$ cat src/rtl/vram_arbiter.sv
// vram_arbiter: single-port VRAM arbiter between scanout fetch and CPU port.
// Scanout reads have absolute priority. CPU accesses use the cycles where
// scan_req is low. Define VRAM_ARB_STATS_EN to add the cpu_wait_max port
// (longest consecutive WAIT time of any CPU transaction, saturating).
module vram_arbiter #(
    parameter int unsigned ADDR_WIDTH = 16,
    parameter int unsigned DATA_WIDTH = 12
) (
    input  logic                  clk_25m,
    input  logic                  rst_n,
    input  logic                  scan_req,
    input  logic [ADDR_WIDTH-1:0] scan_addr,
    output logic [DATA_WIDTH-1:0] scan_rdata,
    output logic                  scan_rvalid,
    input  logic                  cpu_req,
    input  logic                  cpu_we,
    input  logic [ADDR_WIDTH-1:0] cpu_addr,
    input  logic [DATA_WIDTH-1:0] cpu_wdata,
    output logic                  cpu_ack,
    output logic [DATA_WIDTH-1:0] cpu_rdata,
    output logic                  mem_en,
    output logic                  mem_we,
    output logic [ADDR_WIDTH-1:0] mem_addr,
    output logic [DATA_WIDTH-1:0] mem_wdata,
`ifdef VRAM_ARB_STATS_EN
    output logic [15:0]           cpu_wait_max,
`endif
    input  logic [DATA_WIDTH-1:0] mem_rdata
);

    typedef enum logic [2:0] {
        S_IDLE  = 3'd0,
        S_WAIT  = 3'd1,
        S_ISSUE = 3'd2,
        S_RDATA = 3'd3,
        S_DONE  = 3'd4
    } state_e;

    state_e                  state_q, state_d;
    logic                    cpu_ack_q, cpu_ack_d;
    logic [DATA_WIDTH-1:0]   cpu_rdata_q, cpu_rdata_d;
    logic                    mem_en_q, mem_en_d;
    logic                    mem_we_q, mem_we_d;
    logic [ADDR_WIDTH-1:0]   mem_addr_q, mem_addr_d;
    logic [DATA_WIDTH-1:0]   mem_wdata_q, mem_wdata_d;
    logic [1:0]              scan_v_q;
    logic                    scan_rvalid_q;
    logic [DATA_WIDTH-1:0]   scan_rdata_q;

    // Owner selection, CPU FSM next state and next values of registered outputs
    always_comb begin
        state_d     = state_q;
        cpu_ack_d   = 1'b0;
        cpu_rdata_d = cpu_rdata_q;
        mem_en_d    = 1'b0;
        mem_we_d    = 1'b0;
        mem_addr_d  = mem_addr_q;
        mem_wdata_d = mem_wdata_q;

        if (scan_req) begin
            mem_en_d   = 1'b1;
            mem_addr_d = scan_addr;
        end

        case (state_q)
            S_IDLE: begin
                if (cpu_req) state_d = S_WAIT;
            end
            S_WAIT: begin
                if (!cpu_req) begin
                    state_d = S_IDLE;
                end else if (!scan_req) begin
                    mem_en_d    = 1'b1;
                    mem_we_d    = cpu_we;
                    mem_addr_d  = cpu_addr;
                    mem_wdata_d = cpu_wdata;
                    // Write ack lands in the same cycle as the RAM write
                    cpu_ack_d   = cpu_we;
                    state_d     = S_ISSUE;
                end
            end
            S_ISSUE: begin
                // mem_we_q is high in ISSUE exactly when the issued op is a write
                state_d = mem_we_q ? S_DONE : S_RDATA;
            end
            S_RDATA: begin
                cpu_ack_d   = 1'b1;
                cpu_rdata_d = mem_rdata;
                state_d     = S_DONE;
            end
            S_DONE: begin
                state_d = S_IDLE;
            end
            default: begin
                state_d = S_IDLE;
            end
        endcase
    end

    // FSM state and CPU/RAM-side output registers
    always_ff @(posedge clk_25m or negedge rst_n) begin
        if (!rst_n) begin
            state_q     <= S_IDLE;
            cpu_ack_q   <= 1'b0;
            cpu_rdata_q <= '0;
            mem_en_q    <= 1'b0;
            mem_we_q    <= 1'b0;
            mem_addr_q  <= '0;
            mem_wdata_q <= '0;
        end else begin
            state_q     <= state_d;
            cpu_ack_q   <= cpu_ack_d;
            cpu_rdata_q <= cpu_rdata_d;
            mem_en_q    <= mem_en_d;
            mem_we_q    <= mem_we_d;
            mem_addr_q  <= mem_addr_d;
            mem_wdata_q <= mem_wdata_d;
        end
    end

    // Scanout read tracking: request -> RAM cycle -> data cycle -> registered output
    always_ff @(posedge clk_25m or negedge rst_n) begin
        if (!rst_n) begin
            scan_v_q      <= 2'b00;
            scan_rvalid_q <= 1'b0;
            scan_rdata_q  <= '0;
        end else begin
            scan_v_q      <= {scan_v_q[0], scan_req};
            scan_rvalid_q <= scan_v_q[1];
            if (scan_v_q[1]) scan_rdata_q <= mem_rdata;
        end
    end

    assign scan_rdata  = scan_rdata_q;
    assign scan_rvalid = scan_rvalid_q;
    assign cpu_ack     = cpu_ack_q;
    assign cpu_rdata   = cpu_rdata_q;
    assign mem_en      = mem_en_q;
    assign mem_we      = mem_we_q;
    assign mem_addr    = mem_addr_q;
    assign mem_wdata   = mem_wdata_q;

`ifdef VRAM_ARB_STATS_EN
    localparam int unsigned STAT_W = 16;

    logic [STAT_W-1:0] wait_cnt_q, wait_cnt_d;
    logic [STAT_W-1:0] wait_max_q, wait_max_d;

    // Saturating run length of the current WAIT stay and its running maximum
    always_comb begin
        wait_cnt_d = '0;
        wait_max_d = wait_max_q;
        if (state_q == S_WAIT) begin
            wait_cnt_d = (wait_cnt_q == '1) ? wait_cnt_q : wait_cnt_q + STAT_W'(1);
            if (wait_cnt_d > wait_max_q) wait_max_d = wait_cnt_d;
        end
    end

    // Statistics registers
    always_ff @(posedge clk_25m or negedge rst_n) begin
        if (!rst_n) begin
            wait_cnt_q <= '0;
            wait_max_q <= '0;
        end else begin
            wait_cnt_q <= wait_cnt_d;
            wait_max_q <= wait_max_d;
        end
    end

    assign cpu_wait_max = wait_max_q;
`endif

endmodule

$ cat config.mk
export PLATFORM = sky130hd
export DESIGN_NAME = vram_arbiter
export DESIGN_NICKNAME = d
export VERILOG_FILES = /design/src/rtl/vram_arbiter.sv
export SDC_FILE = /design/constraint.sdc
export NUM_CORES = 1
export LEC_CHECK = 0
export ABC_AREA = 1
export BUFFER_PORTS_ARGS = -buffer_cell sky130_fd_sc_hd__buf_2
export CORE_MARGIN = 2
export CORE_UTILIZATION = 43
export CTS_BUF_LIST = sky130_fd_sc_hd__clkbuf_2
export DETAILED_ROUTE_END_ITERATION = 6
export HOLD_SLACK_MARGIN = 0.03
export PLACE_DENSITY_LB_ADDON = 0.08
export SLEW_MARGIN = 30
export SYNTH_ARGS = -nofsm -noshare
export SYNTH_HDL_FRONTEND = slang
export SYNTH_SLANG_ARGS = --single-unit
$ cat constraint.sdc
create_clock -name clk_25m -period 1.2 [get_ports clk_25m]
set_input_delay 0.06 -clock clk_25m [delete_from_list [all_inputs] [get_ports clk_25m]]
set_output_delay 0.06 -clock clk_25m [all_outputs]
set_load 0.02 [all_outputs]
# Yosys cells after proc, flatten, opt, wreduce, memory -nomap -nowiden
# Index checks and enable logic that the tools add are counted.
[totals]
ff_bits = 61
in_bits = 61
wordCells = 36
output_inout_bits = 56
[op_classes]
n_reduce_logical = 3
bitwise = 1
n_eq_ne = 5
n_mux = 17
[ops]
columns = ["operator", "count"]
rows = [
  ["$mux 16", 4],
  ["$mux 3", 4],
  ["$pmux 3 s4", 1],
  ["$mux 1", 7],
  ["$eq 3x2->1 const B", 2],
  ["$eq 3x1->1 const B", 1],
  ["$logic_not 3->1", 1],
  ["$ne 3x3->1 const B", 1],
  ["$reduce_and 3->1", 1],
  ["$ne 2x2->1 const B", 1],
  ["$pmux 1 s2", 1],
  ["$reduce_and 2->1", 1],
  ["$not 1->1", 1],
]

# Depth between registers and ports, before layout
# Gate-level depths: netlist of run 1.
[logic_depth]
ltp_word = 4
depth_mapped = 8
depth_no_buf = 6

# Least setup slack after synthesis of run 1
# Ideal clock, no wire load.
[synth_timing]
kind = "register to register"
start = "register state_q[2]"
end = "register mem_addr_q[10], in the netlist mem_addr[10]"
arrival_time_ns = 1.061
path_buffers = 2
path_stages_with_launch = 7
t_required_ns = 1.083
period_less_slack_ns = 1.178
setup_ns = 0.117
setup_slack_ns = 0.022
path_cell_list = "dfrtp_1 -> nor2_1 -> buf_2 -> buf_4 -> nand4_1 -> nand2_1 -> nor2_1"
[synth_between]
elab_chain_len = 2
[synth_lines]
columns = ["item", "line", "text"]
rows = [
  ["start: declaration", "39", "state_e state_q, state_d;"],
  ["start signal: assignment", "111", "state_q <= state_d;"],
  ["$eq 3x1->1", "65", "case (state_q)"],
  ["$mux 16", "65", ""],
  ["net mem_addr_d[10]", "44", "logic [ADDR_WIDTH-1:0] mem_addr_q, mem_addr_d;"],
  ["end signal: assignment", "116", "mem_addr_q <= mem_addr_d;"],
  ["end: declaration", "44", ""],
]
# The timed path passes the listed nets, and every way through them passes these cells.
# A chain may end at the register's enable or synchronous reset.

# Worst setup path after layout of run 1
[layout_timing]
start = "register state_q[2]"
end = "register cpu_rdata_q[11], in the netlist cpu_rdata[11]"
[layout_between]
elab_chain_len = 1
[layout_lines]
columns = ["item", "line", "text"]
rows = [
  ["$eq 3x2->1", "65", ""],
  ["end signal: assignment", "113", "cpu_rdata_q <= cpu_rdata_d;"],
  ["end: declaration", "41", "logic [DATA_WIDTH-1:0] cpu_rdata_q, cpu_rdata_d;"],
]
# Every way passes these cells.

==> flow_metrics.py, run 1 <==
metrics = {
    "timing": {
        "worst_slack_ns": 0.0196,
        "tightest_slew_ns": 0.401,
        "fin_crit_ns": 1.18,
        "maxSlewHeadroom_pct": 73.2,
        "final_hold_viol_count": 0,
        "finalSetupTns_ns": 0,
        "fmax_mhz": 847,
        "maxSlewViolCount": 0,
        "fin_crit_sh_pct": 98.4,
        "clock_skew_ns": 0.0214,
        "rsz0062_at_grt": "true",
        "setup_violations": 0,
    },
    "worst_hold_path": {
        "min_path_type": "in2async",
    },
    "worst_setup_path": {
        "required_ns": 1.55,
        "critPathArrivalTime_ns": 1.53,
        "crit_chain": "buf_6 > nor2_4 > nand2_4 > clkbuf_16 > nand2_1 > o21ai_1",
        "reg2regPathDepth": 6,
        "critPathKind": "reg2reg",
        "cp-end-kind": "register",
        "setup.worst_path.end": "cpu_rdata[11]",
        "cp_num_buf_inv": 2,
        "crit_fanout": 6,
        "r2r-end": "cpu_rdata[11]",
        "start_kind": "register",
        "crit_slowest_cell": "dfrtp_1",
        "critPathMaxStageDelay_ns": 0.46,
        "worst-path-stages": 6,
        "reg2reg_from": "state_q[2]",
        "critPathLaunch": "state_q[2]",
        "cp_top_family": "flip-flops",
        "rrSetupSlack_ns": 0.02,
    },
    "pwr": {
        "net-switching-power_uw": 3070,
        "leakage_uw": 0.00227,
        "pwr-share-clk_pct": 21.2,
        "seq_power_share_pct": 37.3,
        "total_power_uw": 8000,
        "peakVddDrop_v": 0.00102,
        "p_sw_share_pct": 38.3,
        "pwr-share-comb_pct": 41.6,
        "power.density_nw_per_um2": 1880,
        "internal_power_uw": 4940,
    },
    "drt": {
        "wl_per_cell_um": 12.5,
        "ant_nets": 0,
        "vias_per_cell": 4.63,
        "vias": 2598,
        "drc": 0,
        "drt_wl_total_mm": 7.03,
        "drt_pass1_iterations": 4,
        "first_iter_violations": 89,
    },
    "grt": {
        "grt_first_pass_wirelength_mm": 10.3,
        "antenna_found_initial": 0,
        "globalRouteTotalUtil_pct": 20.4,
        "grt_max_degree": 62,
        "grt.overflow.total": 0,
        "grt_pass1_vias": 2414,
    },
    "cts": {
        "clk_path_buf_depth": 2,
        "cts_tree": "done",
        "cts.sinks": 61,
        "clk_pin_slew_ns": 0.19,
        "cts_inserted_buffers": 9,
        "insertion_delay_ns": 0.46,
        "cts.htree.levels": 3,
        "cts_root_buffer": "clkbuf_2",
    },
    "logic_synthesis": {
        "ys_ff_latch": 61,
        "synthTopCellsByCount": "dfrtp_1 (61), nand2_1 (60), nor2_1 (38), inv_1 (27), o21ai_0 (20)",
        "synth_top_area_cell": "dfrtp_1",
        "yosysUniqueCellTypes": 21,
        "yosys_warnings": 0,
        "syn_area_per_cell_um2": 8.96,
        "netlist.area_leader.share_pct": 59.8,
        "synth_cells": 285,
        "synthesis.area_um2": 2550,
        "synth_ff_type": "dfrtp_1",
        "ys_async_sr_fraction_pct": 100,
        "syn-num-nets": 346,
        "synthTopCellsByArea": "dfrtp_1 (60%), nand2_1 (8.8%), nor2_1 (5.6%), inv_1 (4.0%), nand4_1 (3.9%)",
        "ys_seq_area_share_pct": 59.8,
        "synth_edf_count": 0,
        "yosysMostFrequentCell": "dfrtp_1",
    },
    "layout": {
        "final_nets": 542,
        "stdcell_area_um2": 4270,
        "antenna_cells": 0,
        "area_growth_syn_to_layout_pct": 67.2,
        "post_layout_nonfiller_instances": 561,
        "drive_above_1_share_pct": 37.7,
    },
    "placement": {
        "dp_hpwl_mm": 4.12,
        "postPlaceCellArea_um2": 3300,
        "preCtsSetupSlack_ns": 0.0263,
        "io_buffers": 116,
        "dp_cells": 476,
        "routabilityCongestion": 0.761,
    },
    "floorplan": {
        "ioPinCount": 117,
        "rows": 28,
        "start_util_pct": 43.9,
        "design.core.area_um2": 5820,
        "die_width_um": 81.1,
        "dieArea_um2": 6570,
        "chipHeight_um": 81.1,
    },
    "status": {
        "outcome": "finished clean",
    },
    "run": {
        "drv_cap": 0,
    },
}
## state kept, by name, indices dropped and copies added, names as in the netlist
| signal | flops |
|---|---|
| mem_addr | 16 |
| scan_v_q | 2 |
| cpu_rdata | 12 |
| mem_en | 1 |
| mem_we | 1 |
| scan_rvalid | 1 |
| state_q | 3 |
| mem_wdata | 12 |
| scan_rdata | 12 |
| cpu_ack | 1 |
## power by group through the flow
stage / Clock [uW] / Combinational, uW / Sequential (uW)
global route: 1810 / 3640 / 3050
finish: 1690 / 3330 / 2980
global placement: 0 / 2760 / 2990
CTS: 1740 / 3010 / 2960
floorplan: 0 / 996 / 3700
detailed placement: 0 / 2820 / 2990
## cell type report
class	count	area, um^2
well taps	75	93.8
clock inverters	7	124
fillers	455	1550
multi-input cells	180	888
inverters	28	108
repair buffers	201	1480
flip-flops and latches	61	1530
clock buffers	9	45.0
## tightest hold or removal path: stages
cell and delay, ns:
dlygate4sd3_1 0.51, buf_2 0.12, buf_12 0.29
## routing by layer
layer,vias up,global-route usage [%],share of wire [%]
li1,1305,-,-
met1,1190,24.3,43
met2,89,33.8,51
met3,14,5.00,5.0
met4,0,11.7,1.7
met5,-,0,0
## worst min path at each step
stage	startpoint	end	slack (ns)	cells past startpoint
floorplan	rst_n	cpu_ack	-0.24	0
global route	rst_n	scan_rvalid	0.1	3
global placement	rst_n	cpu_rdata[3]	0.09	2
detailed placement	rst_n	scan_rdata[3]	0.09	2
CTS	rst_n	scan_rvalid	0.06	3
finish	rst_n	scan_rdata[3]	0.10	3
## cells by family (layout without fill, tap and decap cells)
| logic type | Yosys count | in the layout | synth area share [%] |
|---|---|---|---|
| buffers and inverters | 44 | 245 | 7.94 |
| flip-flops | 61 | 61 | 59.8 |
| AO/OA/AOI/OAI | 37 | 37 | 7.25 |
| AND/OR/NAND/NOR | 143 | 143 | 25.0 |
## through the flow
step	utilization, %	hold WS [ns]
finish	73.4	0.102
global route	73.4	0.0996
CTS	71.1	0.0641
detailed placement	56.8	0.0950
global placement	56.8	0.0948
floorplan	-	-0.236
## layout by cell type (no fill, tap or decap), drive strengths merged
| cell | count |
|---|---|
| or2 | 11 |
| nor3 | 1 |
| nand4 | 16 |
| nand2 | 63 |
| dfrtp | 61 |
| nand3b | 1 |
| clkbuf | 11 |
| inv | 28 |
| nand3 | 12 |
| buf | 135 |
| bufinv | 3 |
| dlygate4sd3 | 64 |
| a21oi | 13 |
| o21ai | 24 |
| nor2 | 39 |
| clkinv | 3 |
| clkinvlp | 1 |
## what timing repair did
item | 4_1_cts | 5_1_grt
hold buffers | 65 | 0
gates cloned | 0 | 3
resized for setup | 2 | 36
buffers inserted | 1 | 2
hold endpoints to repair | 118 | 0
pin swaps | 0 | 1
endpoints found under the setup margin | 9 | 41
(Power assumes the default switching activity.)
==> run 2: changes to the inputs <==
CORE_MARGIN = 3   (was 2)
CORE_UTILIZATION = 48   (was 43)
clock period = 1.3 ns   (was 1.2 ns; I/O delays follow)
==> flow_metrics.py, run 2 (same netlist as run 1, synthesis figures left out) <==
metrics = {
    "grt": {
        "grt_first_pass_wirelength_mm": 12.1,
        "antenna_found_initial": 0,
        "grt.overflow.total": 0,
        "grt_pass1_vias": 2676,
        "globalRouteTotalUtil_pct": 25.1,
        "grt_max_degree": 62,
    },
    "layout": {
        "final_nets": 533,
        "antenna_cells": 0,
        "mostFrequentLayoutCells": "buf_2 (116), dlygate4sd3_1 (65), dfrtp_1 (61), nand2_1 (60), nor2_1 (37)",
        "post_layout_nonfiller_instances": 544,
        "area_growth_syn_to_layout_pct": 59.5,
        "largest_register_ffs": 16,
        "drive_above_1_share_pct": 33.5,
        "final_util_pct": 82.4,
        "final_common_cell": "buf_2",
    },
    "timing": {
        "clock_skew_ns": 0.0283,
        "maxSlewViolCount": 0,
        "final_hold_viol_count": 0,
        "fin_crit_ns": 1.29,
        "holdWs_ns": 0.111,
        "finalSetupTns_ns": 0,
        "fin_crit_sh_pct": 99.4,
        "setup_violations": 0,
        "maxSlewHeadroom_pct": 78.7,
        "tightest_slew_ns": 0.319,
        "fmax_mhz": 774,
    },
    "cts": {
        "clk_pin_slew_ns": 0.19,
        "cts_root_buffer": "clkbuf_2",
        "cts_tree": "done",
        "insertion_delay_ns": 0.47,
        "cts_inserted_buffers": 9,
        "cts.htree.levels": 3,
        "clk_path_buf_depth": 2,
        "cts.sinks": 61,
    },
    "worst_setup_path": {
        "cp-end-kind": "register",
        "critPathLaunch": "scan_req",
        "reg2reg_from": "state_q[1]",
        "crit_chain": "dlygate4sd3_1 > buf_2 > buf_4 > nand2_1 > dlygate4sd3_1 > nand3_1",
        "critPathArrivalTime_ns": 1.66,
        "cp_common_cell": "dlygate4sd3_1",
        "start_kind": "primary input",
        "crit_fanout": 20,
        "cp_top_family": "buffers and inverters",
        "crit_slowest_cell": "dlygate4sd3_1",
        "critPathMaxStageDelay_ns": 0.56,
        "critPathKind": "in2reg",
        "required_ns": 1.67,
        "cp_num_buf_inv": 4,
    },
    "pwr": {
        "peakVddDrop_v": 0.00136,
        "total_power_uw": 7020,
        "power.density_nw_per_um2": 1720,
        "leakage_uw": 0.00217,
    },
    "floorplan": {
        "die_width_um": 78.9,
        "ioPinCount": 117,
        "rows": 25,
        "design.core.area_um2": 4940,
        "chipHeight_um": 78.9,
        "start_util_pct": 51.7,
        "dieArea_um2": 6230,
    },
    "drt": {
        "drt_pass1_iterations": 4,
        "drt_wl_total_mm": 7.33,
        "vias_per_cell": 4.91,
        "ant_nets": 0,
        "wl_per_cell_um": 13.5,
        "drc": 0,
        "first_iter_violations": 158,
        "vias": 2671,
    },
    "placement": {
        "dp_hpwl_mm": 4.01,
        "dp_cells": 463,
        "routabilityCongestion": 0.798,
        "io_buffers": 116,
    },
    "run": {
        "drv_cap": 0,
    },
    "status": {
        "outcome": "finished clean",
    },
    "worst_hold_path": {
        "min_path_type": "in2async",
    },
}
run 2: changes by cell type in the layout (fill, tap and decap cells not counted), sizes merged:
cell / previous run / this run
buf: 135 / 127
clkbuf: 11 / 9
clkinv: 3 / 1
clkinvlp: 1 / 2
dlygate4sd3: 64 / 65
inv: 28 / 29
run 2: where the power goes:
group	internal (uW)	total (uW)	leakage (uW)	switching (uW)
clock	838	1590	0.0000887	753
sequential	2450	2750	0.000726	302
combinational	979	2680	0.00135	1700
total	4260	7020	0.00217	2760
run 2: through the flow:
step,setup WS [ns],instance area [um^2]
finish,0.00810,4070
global route,-0.00786,4070
CTS,0.0334,4060
detailed placement,0.0781,3240
global placement,0.117,3240
floorplan,0.122,2550
run 2: repair_timing:
item                                    in CTS  in global routing
gates resized for setup                      0                  2
setup buffers                                0                  0
hold buffers                                65                  0
endpoints found under the hold margin      118                  0
endpoints found under the setup margin       0                 15
run 2: area by class of cell:
type	count	area (um^2)
flip-flops and latches	61	1530
repair buffers	192	1350
fillers	309	870
multi-input cells	180	836
clock inverters	7	123
inverters	28	108
well taps	67	83.8
clock buffers	9	45.0
run 2: final timing paths:
path | end | slack [ns] | depth (start not counted)
worst min-delay path | cpu_rdata[0] | 0.11 | 3
worst max-delay path | mem_addr[6] | 0.008 | 6
max in group asynchronous | state_q[0] | 0.92 | 3
worst max register to register | state_q[0] | 0.05 | 5
min in group clk_25m | mem_wdata[5] | 0.31 | 4
worst min register to register | scan_v_q[1] | 0.38 | 0
run 2: per-layer routing:
layer  up-vias  wire length (um)  track usage [%]
met3        19               496             5.44
met1      1241              2790             28.6
met5         -                 0                0
li1       1289                 -                -
met2       122              3850             44.2
met4         0               187             13.2
run 2: worst reg2reg max path: stages (launching register included):
cell	delay, ns
dfrtp_1	0.44
nor2_2	0.15
buf_4	0.25
nand3_1	0.16
nand3_1	0.11
nand2_1	0.05
